==> src/rtl/n9bit_window_decoder.sv <==
// Window/terminal-count decoder and continuity checker for a 9-bit up/down position counter.
// Optional macro N9WD_EDGE_PULSE_EN adds win_rise/win_fall one-clk edge pulses.
//
// state     | meaning
// ----------+-----------------------------------------------------------
// ST_ACQUIRE| no reference yet; next event seeds the expected position
// ST_TRACK  | locked; each event is compared against the expected value
module n9bit_window_decoder #(
   parameter int NUM_WIN = 4
) (
   input  logic                   clk,
   input  logic                   Reset_n,
   input  logic                   cen,
   input  logic [8:0]             count,
   input  logic                   direction,
   input  logic [9*NUM_WIN-1:0]   win_start,
   input  logic [9*NUM_WIN-1:0]   win_end,
   input  logic                   err_clr,
   output logic [NUM_WIN-1:0]     win,
   output logic                   tc,
   output logic                   sync_err,
   output logic                   locked
`ifdef N9WD_EDGE_PULSE_EN
   ,
   output logic [NUM_WIN-1:0]     win_rise,
   output logic [NUM_WIN-1:0]     win_fall
`endif
);

   typedef enum logic {
      ST_ACQUIRE = 1'b0,
      ST_TRACK   = 1'b1
   } state_t;

   state_t               r_state;
   logic                 r_last_cen;
   logic [8:0]           r_expected;
   logic                 r_locked;
   logic                 r_sync_err;
   logic                 r_tc;
   logic [NUM_WIN-1:0]   r_win;
   logic [NUM_WIN-1:0]   r_degen;

   logic                 w_ev;
   logic [8:0]           w_next_cnt;
   logic                 w_tc_hit;
   logic                 w_mismatch;
   logic [NUM_WIN-1:0]   w_hit_start;
   logic [NUM_WIN-1:0]   w_hit_end;
   logic [NUM_WIN-1:0]   w_win_next;
   logic [NUM_WIN-1:0]   w_degen_next;

   assign w_ev       = cen & ~r_last_cen;
   assign w_next_cnt = direction ? (count + 9'd1) : (count - 9'd1);
   assign w_tc_hit   = (direction & (count == 9'd511)) | (~direction & (count == 9'd0));
   assign w_mismatch = w_ev & (r_state == ST_TRACK) & (count != r_expected);

   genvar g;
   generate
      for (g = 0; g < NUM_WIN; g++) begin : g_cmp
         assign w_hit_start[g] = (count == win_start[9*g +: 9]);
         assign w_hit_end[g]   = (count == win_end[9*g +: 9]);
      end
   endgenerate

   // r_degen marks a window opened by a start==end match so the next event closes it.
   always_comb begin
      w_win_next   = r_win;
      w_degen_next = r_degen;
      if (w_ev) begin
         for (int i = 0; i < NUM_WIN; i++) begin
            if (w_hit_start[i] && w_hit_end[i]) begin
               w_win_next[i]   = 1'b1;
               w_degen_next[i] = 1'b1;
            end else if (w_hit_start[i]) begin
               w_win_next[i]   = 1'b1;
               w_degen_next[i] = 1'b0;
            end else if (w_hit_end[i] || r_degen[i]) begin
               w_win_next[i]   = 1'b0;
               w_degen_next[i] = 1'b0;
            end
         end
      end
   end

   always_ff @(posedge clk or negedge Reset_n) begin
      if (!Reset_n) begin
         r_win   <= '0;
         r_degen <= '0;
      end else begin
         r_win   <= w_win_next;
         r_degen <= w_degen_next;
      end
   end

   always_ff @(posedge clk or negedge Reset_n) begin
      if (!Reset_n) begin
         r_last_cen <= 1'b1;
         r_state    <= ST_ACQUIRE;
         r_expected <= 9'd0;
         r_locked   <= 1'b0;
         r_sync_err <= 1'b0;
         r_tc       <= 1'b0;
      end else begin
         r_last_cen <= cen;
         if (w_ev) r_tc <= w_tc_hit;
         // a mismatch on the same edge as err_clr keeps the error set
         if (w_mismatch)   r_sync_err <= 1'b1;
         else if (err_clr) r_sync_err <= 1'b0;
         if (w_ev) begin
            case (r_state)
               ST_ACQUIRE: begin
                  r_expected <= w_next_cnt;
                  r_locked   <= 1'b1;
                  r_state    <= ST_TRACK;
               end
               ST_TRACK: begin
                  r_expected <= w_next_cnt;
               end
               default: r_state <= ST_ACQUIRE;
            endcase
         end
      end
   end

   assign win      = r_win;
   assign tc       = r_tc;
   assign sync_err = r_sync_err;
   assign locked   = r_locked;

`ifdef N9WD_EDGE_PULSE_EN
   logic [NUM_WIN-1:0] r_win_rise;
   logic [NUM_WIN-1:0] r_win_fall;

   always_ff @(posedge clk or negedge Reset_n) begin
      if (!Reset_n) begin
         r_win_rise <= '0;
         r_win_fall <= '0;
      end else begin
         r_win_rise <= w_win_next & ~r_win;
         r_win_fall <= ~w_win_next & r_win;
      end
   end

   assign win_rise = r_win_rise;
   assign win_fall = r_win_fall;
`endif

endmodule

==> config.mk <==
export PLATFORM = sky130hd
export DESIGN_NAME = n9bit_window_decoder
export DESIGN_NICKNAME = d
export VERILOG_FILES = /design/src/rtl/n9bit_window_decoder.sv
export SDC_FILE = /design/constraint.sdc
export NUM_CORES = 1
export LEC_CHECK = 0
export ABC_CLOCK_PERIOD_IN_PS = 2000
export CAP_MARGIN = 15
export CELL_PAD_IN_SITES_DETAIL_PLACEMENT = 0
export CELL_PAD_IN_SITES_GLOBAL_PLACEMENT = 2
export CORE_MARGIN = 1.5
export CORE_UTILIZATION = 24
export CTS_CLUSTER_SIZE = 12
export DETAILED_ROUTE_END_ITERATION = 10
export PLACE_DENSITY = 0.85
export SLEW_MARGIN = 10
export SYNTH_ARGS = -nofsm -noshare
export SYNTH_HDL_FRONTEND = slang
export SYNTH_SLANG_ARGS = --single-unit
==> constraint.sdc <==
create_clock -name clk -period 2 [get_ports clk]
set_clock_uncertainty 0.2 [all_clocks]
set_input_delay 0.5 -clock clk [delete_from_list [all_inputs] [get_ports clk]]
set_output_delay 0.5 -clock clk [all_outputs]
set_load 0.05 [all_outputs]
; Yosys cells after proc, flatten, opt, wreduce, memory -nomap -nowiden
; Index checks and enable logic that the tools add are counted.
[word_totals]
ff_bits = 22
out_inout_bits = 7
[classes]
n_reduce_logical = 19
n_mux = 23
eq_ne = 10
add_sub_neg = 2
bitwise_logic = 9
[ops]
columns = cell, count
row1 = == test 9 bit, 8
row2 = two-way mux 1 bit, 22
row3 = nonzero test 3 bit, 4
row4 = AND reduction 2 bit, 5
row5 = "adder 9 x 1 -> 9 bit, second input constant", 1
row6 = "== test 9 bit, second input constant", 1
row7 = logical NOT 9 bit, 1
row8 = two-way mux 9 bit, 1
row9 = inequality test 9 bit, 1
row10 = "subtractor 9 x 1 -> 9 bit, second input constant", 1
row11 = AND 1 bit, 5
row12 = logical AND 1 bit, 4
row13 = logical OR 1 bit, 4
row14 = inverter 1 bit, 3
row15 = nonzero test 2 bit, 1
row16 = bitwise OR 1 bit, 1

; Logic depth before layout (Yosys ltp)
; Gate-level depths: netlist (run 1).
[depth]
word_depth = 5
ltp_mapped = 9

; Worst setup path before layout (run 1)
; Ideal clock, no wire load.
[synth_timing]
path_kind = input to register
startpoint = in count[0]
endpoint = reg r_expected[8]
arrival_ns = 1.870
required_time_ns = 1.669
path_stages = 9
setup_time_ns = 0.131
setup_slack_ns = -0.201
cell_sequence = buf_6 buf_6 inv_1 fa_1 nand2b_1 a21oi_1 o22ai_2 xnor2_1 o21ai_1
[synth_via]
elab_chain_len = 2
word_cells_on_any_way = 3
cone_classes = add/sub: 2 / mux: 1
[synth_lines]
columns = element, line
row1 = start: declaration, 14  ; input logic [8:0] count,
row2 = subtractor 9 x 1 -> 9 bit or adder 9 x 1 -> 9 bit (tied branches), 54  ; assign w_next_cnt = direction ? (count + 9'd1) : (count - 9'd1);
row3 = two-way mux 9 bit (*), 54
row4 = end signal: assignment, 113  ; r_expected <= w_next_cnt;
row5 = end signal: assignment, 118  ; r_expected <= w_next_cnt;
row6 = end: declaration, 37  ; logic [8:0] r_expected;
; Mark *: on every way between the ends. The rest lies on a longest branch, timed or not.
; A chain may end at the register's enable or synchronous reset.

; Worst setup path in the final report (run 1)
[layout_timing]
startpoint = in win_end[9]
endpoint = reg r_win[1], in the netlist win[1]
[layout_via]
elab_chain_len = 4
word_cells_on_any_way = 6
cone_classes = eq/ne: 1 / mux: 1 / reduce/logical: 4
[layout_lines]
columns = element, line
row1 = start: declaration, 17  ; input logic [9*NUM_WIN-1:0] win_end,
row2 = == test 9 bit (*), 62  ; assign w_hit_end[g] = (count == win_end[9*g +: 9]);
row3 = logical AND 1 bit or logical OR 1 bit (tied branches), "72, 78"
row4 = nonzero test 3 bit (no line), -
row5 = AND reduction 2 bit (no line), -
row6 = end signal: assignment, 91  ; r_win <= w_win_next;
row7 = end: declaration, 41  ; logic [NUM_WIN-1:0] r_win;
; Marked as above.

==> metrics, run 1 <==
status=complete, no violations; first-pass GRT wire length=approximately 12 mm; DRT antenna net count=0; drt wl/cell=roughly 15 µm; Worst Setup Start Kind=input pin; adder-cell area share of the yosys netlist=5.065%; most common cell after layout, fill and taps aside=xor2_1; fin crit period=1.942 ns; final wirelength=slightly above 7 mm; router iterations before antenna repair=4; clock latency on the worst-skew pair=~0.26 ns; CTS max path bufs=2; Syn-to-layout area delta=75.79%; layout cells sized above 1=between 20% and 30%; CP Data Required Time=slightly below 2 ns; Max Fclk=just over 500 MHz; core area=between 8000 and 9000 µm²; ys flop type=dfrtp_1; Register Area=between 500 and 600 µm²; Layout Utilization=43.25%; residual DRC count=0; Design Area, Final=~3700 µm²; H-tree levels=1; mux contribution to synthesized area=0%; pwr/cell area=439.5 nW/µm²; GPL Wtd Cong=slightly below 0.9; via count=approximately 2.2k; Via density=4.542; IR drop worst, VDD=0.2757 mV; ys async rst share=100.0%; Compound-Gate Fraction of Synth Area=about a tenth; Crit Path Max Fanout=2; post-synthesis register bit count=22; commonest non-fill, non-tap cells in the layout=72 x xor2_1, 71 x clkdlybuf4s50_1, 44 x buf_4, 21 x dfrtp_1, 18 x nand2_1; leak pwr=roughly 0.0016 µW; clk sinks=22; number of distinct library cells after synthesis=34; global router's overall resource usage=about 15%; Filler cells=between 800 and 900; post-DP HPWL=5.684 mm; io pins=93; Max-Slew Margin vs Limit=between 70 and 80%; Synth warnings=0; worst hold path class=reg -> reg; area occupied by multi-input gates=1562 µm²; Net Count, Synth=about 330; worst-margin pin slew=0.3403 ns; hold buffers post-CTS=0; RSZ-0062 raised after global routing=yes; root buf cell=clkbuf_8; Mapped Cells=238; post-synthesis simple-gate area fraction=about 17%; Final period util=97.10%; antenna violations before repair=0; XOR/XNOR Fraction of Synth Area=a little over a third; Die ar.=9426 µm²; GRT Residual Overflow=0; placed instance area=roughly 3500 µm²; final setup fails=0; Seq/Total Area, Yosys=25.97%; Final Hold Vio Count=0; Post-Synthesis Cell Area=2125 µm²; crit path kind=in -> reg; final net count=roughly 470; port bufs=92; max-cap violation count=0; Initial DRC Count=44; TritonCTS clock tree=done; Reg clk slew, reported paths=~0.080 ns; Critical Path Sink Type=register; Die H=97.09 µm; pins over their slew limit=0; row count=34; vias in the first global route=approximately 2.3k; Syn Area/Cell=~9 µm²; Post-synth EDFFs=0; CP arrival=1.88 ns; TritonCTS Buffers=3; largest net degree at the start of global routing=23; largest family of logic cells by synthesized area=XOR/XNOR gates; Ant. Diodes=0; Starting Density=about a quarter; Die W=roughly 97 µm
==> path summary, 6_finish.rpt <==
check                                     startpoint                   end  slack (ns)  depth (start not counted)
setup reg to reg           r_expected[6]$_DFFE_PN0N_  sync_err$_DFFE_PN0P_        0.36                          5
hold / removal                   r_state$_DFFE_PN0N_    locked$_DFFE_PN0P_        0.28                          1
min in group asynchronous                    Reset_n    win[3]$_DFFE_PN0P_        0.38                          2
hold reg to reg                  r_state$_DFFE_PN0N_    locked$_DFFE_PN0P_        0.28                          1
setup / recovery                          win_end[9]    win[1]$_DFFE_PN0P_        0.06                          7
max in group asynchronous                    Reset_n  r_last_cen$_DFF_PN1_        0.93                          2
==> registers in the layout, summed over array words and instances (netlist names) <==
signal / count
sync_err: 1
win: 4
tc: 1
r_expected: 9
r_state: 1
r_degen: 4
locked: 1
r_last_cen: 1
==> layout make-up <==
cell class	instances	share of cell area [%]
flip-flops and latches	22	14.77
well taps	108	3.618
clock buffers	3	1.106
clock inverters	1	0.8040
multi-input cells	198	41.81
repair buffers	143	37.29
inverters	5	0.6030
==> synthesized netlist by cell type (5+ instances only) <==
library cell | count | share of area, %
inv_1 | 5 | 0.88
nor4_1 | 15 | 4.4
dfrtp_1 | 21 | 25
nor3_1 | 5 | 1.2
ha_1 | 7 | 4.1
o21ai_0 | 12 | 2.8
xnor2_1 | 16 | 6.6
buf_4 | 5 | 1.8
nand2_1 | 18 | 3.2
nand4_1 | 11 | 3.2
xor2_1 | 72 | 30
a21oi_1 | 6 | 1.4
==> per-layer routing <==
metal / wire length, µm / share of wire [%] / track usage [%] / up-vias
met3: 305 / 4.3 / 2.590 / 8
met1: 3092 / 43 / 18.48 / 1019
met5: 0 / 0 / 0 / -
met2: 3649 / 51 / 27.76 / 58
li1: - / - / - / 1095
met4: 85 / 1.2 / 3.010 / 0
==> power breakdown <==
part | total (µW) | internal (µW) | switching (µW)
combinational | 716 | 409 | 306
sequential | 515 | 486 | 28.8
clock | 411 | 267 | 144
total | 1640 | 1160 | 479
==> critical path: stages <==
cell and delay, ns:
clkdlybuf4s50_1 0.42, xor2_1 0.15, nor4_1 0.30, buf_4 0.17, nand4_1 0.14, nand3b_1 0.12, nand3_1 0.08
==> through the flow <==
| step | setup slack (ns) | std cells | hold slack [ns] | setup TNS, ns | total power [µW] |
|---|---|---|---|---|---|
| after detailed placement | -0.7788 | 468 | 0.2693 | -9.092 | 1204 |
| after global placement | -0.7334 | 468 | 0.2591 | -8.723 | 1195 |
| after CTS | -0.06411 | 476 | 0.2888 | -0.06411 | 1634 |
| after floorplan | -0.08039 | 238 | 0.004409 | -0.1299 | 857.2 |
| final | 0.05792 | 480 | 0.2844 | 0 | 1642 |
| after global routing | -0.02680 | 480 | 0.3036 | -0.04898 | 1748 |
==> kinds of logic after synthesis <==
| group | after synthesis |
|---|---|
| compound gates | 34 |
| xor+xnor | 88 |
| fa+ha+maj | 8 |
| buf+inv | 18 |
| flops | 22 |
| simple gates | 68 |
==> timing repair <==
| action | 4_1_cts | 5_1_grt |
|---|---|---|
| setup endpoints to repair | 16 | 10 |
| buffers inserted | 4 | 3 |
| hold endpoints to repair | 0 | 0 |
| gates cloned | 0 | 1 |
| gates resized for setup | 24 | 21 |
| pin swaps | 10 | 18 |
Power figures use the tool's default switching activity.
==> inputs of run 2 (changes only) <==
CORE_MARGIN = 4   (was 1.5)
==> run 2 against run 1 <==
Net effect:
- non-clock buffer count down 3
- wire length grew 6.3%
- flip-flop and latch count did not move
- combinational power up 0.6%
- first-iteration DRC count rose by 36%
- clock power up 3%
- clock-buffer cell count unchanged
- maximum frequency is 0.21% higher
- largest power group unchanged
==> metrics, run 2 (synthesis results as in run 1) <==
final setup fails=0 (unchanged); max-cap violation count=0 (unchanged); TritonCTS clock tree=done; max FFs per register=9 (unchanged); vias in the first global route=2,273 (-2.9%); DRT antenna net count=0 (unchanged); antenna violations before repair=0 (unchanged); Max-Slew Margin vs Limit=79.71% (+2.6 points); CP max stage delay=0.30 ns (-0.12 ns); row count=34 (unchanged); sw frac=29.96% (+0.77 points); CP Data Required Time=1.96 ns (+0.02 ns); layout cells sized above 1=23.58% (+0.46 points); Critical Path Sink=r_expected[7]$_DFFE_PN0N_; fin crit period=1.938 ns (-0.004103 ns); pins over their slew limit=0 (unchanged); Buf+Inv Stages, Crit Path=3 (+1); clock share of power=25.6% (+0.6 points); sequential power share=31.0% (-0.4 points); Die W=102.1 µm (+5.2%); CTS max path bufs=2 (unchanged); Die ar.=10,420 µm² (+11%); Psw=497.6 µW (+3.9%); router iterations before antenna repair=4 (unchanged); hold slack=0.2838 ns (-0.0006130 ns); Reg clk slew, reported paths=0.09 ns (about the same); final net count=464 (-0.64%); commonest non-fill, non-tap cells in the layout=72 x xor2_1, 72 x clkdlybuf4s50_1, 45 x buf_4, 21 x dfrtp_1, 18 x nand2_1; Crit Path Max Fanout=3 (+1); R2R setup slack=0.30 ns (-0.06 ns); Final period util=96.90% (-0.21 points); Starting Density=24.48% (-0.12 points); Worst R2R End=sync_err$_DFFE_PN0P_; post-DP HPWL=6.000 mm (+5.6%); RSZ-0062 raised after global routing=yes; port bufs=92 (unchanged); worst-margin pin slew=0.3018 ns (-0.03849 ns); Ant. Diodes=0 (unchanged); GPL Wtd Cong=0.8284 (-6.2%); Worst Setup Start Kind=input pin; IR drop worst, VDD=0.2237 mV (-19%); slowest CP cell=o41ai_2; Reg2Reg Depth=5 (unchanged); internal power=1163 µW (about the same); Reg with most FFs=r_expected; Layout Utilization=42.85% (-0.40 points); H-tree levels=1 (unchanged); via count=2,171 (-0.41%); GRT Residual Overflow=0 (unchanged); Initial DRC Count=60 (+36%); first-pass GRT wire length=11.65 mm (+0.78%); RR Startpoint=r_expected[8]$_DFFE_PN0N_; TritonCTS Buffers=3 (unchanged); Max Fclk=516.0 MHz (+0.21%); crit path kind=in -> reg; worst hold path class=reg -> reg; CP top delay family=compound AO/OA/AOI/OAI gates; pwr/cell area=446.7 nW/µm² (+1.6%); root buf cell=clkbuf_8; Worst setup startpoint=direction; core area=8678 µm² (+0.49%); leak pwr=0.001581 µW (-2.0%); status=complete, no violations; clk sinks=22 (unchanged); CP cell instances=buf_8 > clkinvlp_4 > buf_4 > ha_4 > a211oi_4 > nor2_2 > o41ai_2 > xor2_1 > o21ai_1; Levels on crit path=9 (+2); final wirelength=7.582 mm (+6.3%); clock latency on the worst-skew pair=0.26 ns (about the same); io pins=93 (unchanged); Final Hold Vio Count=0 (unchanged); residual DRC count=0 (unchanged); largest net degree at the start of global routing=23 (unchanged); Syn-to-layout area delta=75.03%; global router's overall resource usage=14.22% (-0.90 points); CP arrival=1.89 ns (about the same); Critical Path Sink Type=register; Via density=4.551 (+0.21%); Logic pwr share=43.4% (-0.2 points); drt wl/cell=15.90 µm (+7.0%); Die H=102.1 µm (+5.2%)
## run 2: power by group through the flow
stage               sequential [µW]  clock, µW  combinational, µW
CTS                             516        434                700
global route                    522        452                788
global placement                523          0                668
detailed placement              525          0                676
floorplan                       532          0                325
finish                          515        425                720
## run 2: routing by layer
metal  GRT usage (%)  wire (µm)  up-vias
met5               0          0        -
met4           2.119         54        0
met3           1.570        541        6
met2           25.49       3773       71
met1           18.76       3213     1013
li1                -          -     1081
## run 2: cell type report
cell class	instances	area, µm²
repair buffers	140	1348
multi-input cells	198	1590
clock inverters	1	30.03
inverters	5	22.52
fillers	890	4960
well taps	108	135.1
clock buffers	3	41.29
flip-flops and latches	22	551.8
## run 2: how the worst min path moves through the flow
stage,from,endpoint,slack [ns],cells after the start
after detailed placement,r_state$_DFFE_PN0N_,locked$_DFFE_PN0P_,0.27,1
after global routing,r_state$_DFFE_PN0N_,locked$_DFFE_PN0P_,0.32,1
final,r_state$_DFFE_PN0N_,locked$_DFFE_PN0P_,0.28,1
after global placement,r_degen[3]$_DFFE_PN0P_,r_degen[3]$_DFFE_PN0P_,0.26,2
after CTS,r_state$_DFFE_PN0N_,locked$_DFFE_PN0P_,0.28,1
after floorplan,Reset_n,locked$_DFFE_PN0P_,0.004,0
## run 2: worst register-to-register path: stages, from the launching register on
cell and delay (ns):
dfrtp_1 0.41, xor2_1 0.15, nor4_1 0.26, nand4_1 0.15, o311ai_1 0.31, o21ai_1 0.10
## run 2: what timing repair did
| item | CTS | global route |
|---|---|---|
| gates resized for setup | 26 | 26 |
| pin swaps | 14 | 17 |
| endpoints found under the setup margin | 16 | 14 |
| setup buffers | 6 | 3 |
| hold buffers | 0 | 0 |
| cloned | 1 | 0 |
## run 2: through the flow
stage	cells	total power [µW]	setup slack (ns)	TNS [ns]	cell area [µm²]
4_1_cts	474	1650	-0.006048	-0.006048	3632
3_5_place_dp	463	1201	-0.7524	-9.571	3463
6_report	477	1661	0.06202	0	3719
3_3_place_gp	463	1191	-0.7310	-9.299	3463
2_1_floorplan	238	857.2	-0.08039	-0.1299	2185
5_1_grt	477	1762	-0.04914	-0.06239	3719
==> inputs of run 3 (changes only) <==
--- a/config.mk
+++ b/config.mk
@@ -7,5 +7,4 @@
 export LEC_CHECK = 0
 export ABC_CLOCK_PERIOD_IN_PS = 2000
-export CAP_MARGIN = 15
 export CELL_PAD_IN_SITES_DETAIL_PLACEMENT = 0
 export CELL_PAD_IN_SITES_GLOBAL_PLACEMENT = 2
@@ -15,4 +14,5 @@
 export DETAILED_ROUTE_END_ITERATION = 10
 export PLACE_DENSITY = 0.85
+export SKIP_CTS_REPAIR_TIMING = 1
 export SLEW_MARGIN = 10
 export SYNTH_ARGS = -nofsm -noshare
==> constraint.sdc (replaced) <==
create_clock -name clk -period 2 [get_ports clk]
set_clock_uncertainty 0.2 [all_clocks]
set_input_delay 0.5 -clock clk [delete_from_list [all_inputs] [get_ports clk]]
set_output_delay 0.5 -clock clk [all_outputs]
set_load 0.005 [all_outputs]
==> run 3 against run 2 <==
Net effect:
- the flow now finishes with violations (negative setup slack)
- maximum frequency down 7.7%
- clock-buffer cell count unchanged
- clock power down 0.9%
- wire length down 1.8%
- critical endpoint unchanged
==> metrics, run 3 (synthesis results as in run 1) <==
status=finished with violations; failing checks=negative setup slack; drt wl/cell=15.72 µm (-1.1%); Max Fclk=476.1 MHz (-7.7%); Reg clk slew, reported paths=0.08 ns (about the same); Critical Path Sink Type=register; leak pwr=0.001616 µW (+2.2%); commonest non-fill, non-tap cells in the layout=79 x clkdlybuf4s50_1, 72 x xor2_1, 38 x buf_4, 21 x dfrtp_1, 18 x nand2_1; GPL Wtd Cong=0.8427 (+1.7%); max FFs per register=9 (unchanged); global router's overall resource usage=13.69% (-0.53 points); final setup fails=3 (+3); layout cells sized above 1=18.31% (-5.3 points); DRT antenna net count=0 (unchanged); Final Hold Vio Count=0 (unchanged); post-DP HPWL=5.886 mm (-1.9%); Worst Setup Start Kind=input pin; TritonCTS clock tree=done; CP max stage delay=0.35 ns (+0.05 ns); CP arrival=2.06 ns (+0.17 ns); residual DRC count=0 (unchanged); io pins=93 (unchanged); H-tree levels=1 (unchanged); CP Data Required Time=1.96 ns (about the same); pins over their slew limit=0 (unchanged); Starting Density=24.48% (unchanged); Register Area=551.8 µm² (unchanged); Max-Slew Margin vs Limit=78.20% (-1.5 points); Die H=102.1 µm (unchanged); pwr/cell area=439.4 nW/µm² (-1.6%); port bufs=92 (unchanged); via count=2,146 (-1.2%); TritonCTS Buffers=3 (unchanged); largest net degree at the start of global routing=23 (unchanged); Initial DRC Count=42 (-30%); Reg with most FFs=r_expected; area occupied by multi-input gates=1570 µm² (-1.3%); max-cap violation count=0 (unchanged); most common cell after layout, fill and taps aside=clkdlybuf4s50_1; fin crit period=2.100 ns (+0.1624 ns); Via density=4.527 (-0.53%); slowest CP cell=o41ai_2; IR drop worst, VDD=0.2539 mV (+14%); Crit Path Max Fanout=8 (+5); clock latency on the worst-skew pair=0.26 ns (about the same); filler-free cell count of the finished design=474 (-0.63%); Buf+Inv Stages, Crit Path=2 (-1); Die W=102.1 µm (unchanged); crit path kind=in -> reg; Ant. Diodes=0 (unchanged); Setup WS post-layout=-0.1004 ns (-0.1624 ns); Die ar.=10,420 µm² (unchanged); root buf cell=clkbuf_8; vias in the first global route=2,272 (-0.044%); core area=8678 µm² (unchanged); CP cell instances=buf_8 > clkinvlp_4 > ha_4 > a211oi_4 > nor2_2 > o41ai_2 > xor2_1 > o21ai_1; dpl cells=461 (-0.43%); router iterations before antenna repair=4 (unchanged); antenna violations before repair=0 (unchanged); first-pass GRT wire length=11.26 mm (-3.4%); worst hold path class=reg -> reg; row count=34 (unchanged); CTS max path bufs=2 (unchanged); final wirelength=7.449 mm (-1.8%); final net count=461 (-0.65%); Setup WS pre-CTS=-0.7994 ns (-0.04694 ns); Syn-to-layout area delta=74.44%; RSZ-0062 raised after global routing=yes; CP top delay family=compound AO/OA/AOI/OAI gates; clk sinks=22 (unchanged); hold slack=0.2849 ns (+0.001049 ns); GRT Residual Overflow=0 (unchanged); Final period util=105.0% (+8.1 points); worst-margin pin slew=0.3235 ns (+0.02165 ns); Filler cells=864 (-2.9%)
==> run 3: layout make-up <==
| class | count | share of cell area [%] |
|---|---|---|
| Clock buffer | 3 | 1.114 |
| Clock inverter | 1 | 0.8103 |
| Inverter | 5 | 0.6077 |
| Multi-Input combinational cell | 198 | 42.37 |
| Sequential cell | 22 | 14.89 |
| Tap cell | 108 | 3.646 |
| Timing Repair Buffer | 137 | 36.56 |
==> run 3: stage by stage <==
step | power [µW] | area [µm²] | TNS (ns) | util, %
after global routing | 1730 | 3706 | -0.5186 | 42.70
after CTS | 1599 | 3500 | -4.813 | 40.33
after detailed placement | 1176 | 3428 | -9.719 | 39.50
after floorplan | 842.2 | 2185 | -0.1299 | -
after global placement | 1167 | 3428 | -9.243 | 39.50
final | 1629 | 3706 | -0.1933 | 42.70
==> run 3: worst paths after layout <==
path                                           start                   endpoint  slack (ns)  depth (start not counted)
max                                        direction  r_expected[7]$_DFFE_PN0N_       -0.10                          8
min                               locked$_DFFE_PN0P_         locked$_DFFE_PN0P_        0.28                          1
max reg2reg                r_expected[8]$_DFFE_PN0N_       sync_err$_DFFE_PN0P_        0.33                          5
min reg2reg                       locked$_DFFE_PN0P_         locked$_DFFE_PN0P_        0.28                          1
max in group asynchronous                    Reset_n       r_last_cen$_DFF_PN1_        0.95                          2
min in group asynchronous                    Reset_n     r_degen[3]$_DFFE_PN0P_        0.37                          2
==> run 3: per-layer routing <==
| metal | routed length [µm] | GRT usage (%) |
|---|---|---|
| met3 | 475 | 1.638 |
| met1 | 3113 | 16.71 |
| met2 | 3782 | 25.64 |
| met5 | 0 | 0 |
| met4 | 78 | 2.926 |
==> run 3: report_power, final <==
| group | leakage (µW) | switching (µW) | internal, µW | total, µW |
|---|---|---|---|---|
| sequential | 0.000258 | 27.9 | 486 | 514 |
| clock | 0.0000357 | 153 | 267 | 421 |
| combinational | 0.00132 | 290 | 404 | 694 |
| total | 0.00162 | 471 | 1160 | 1630 |
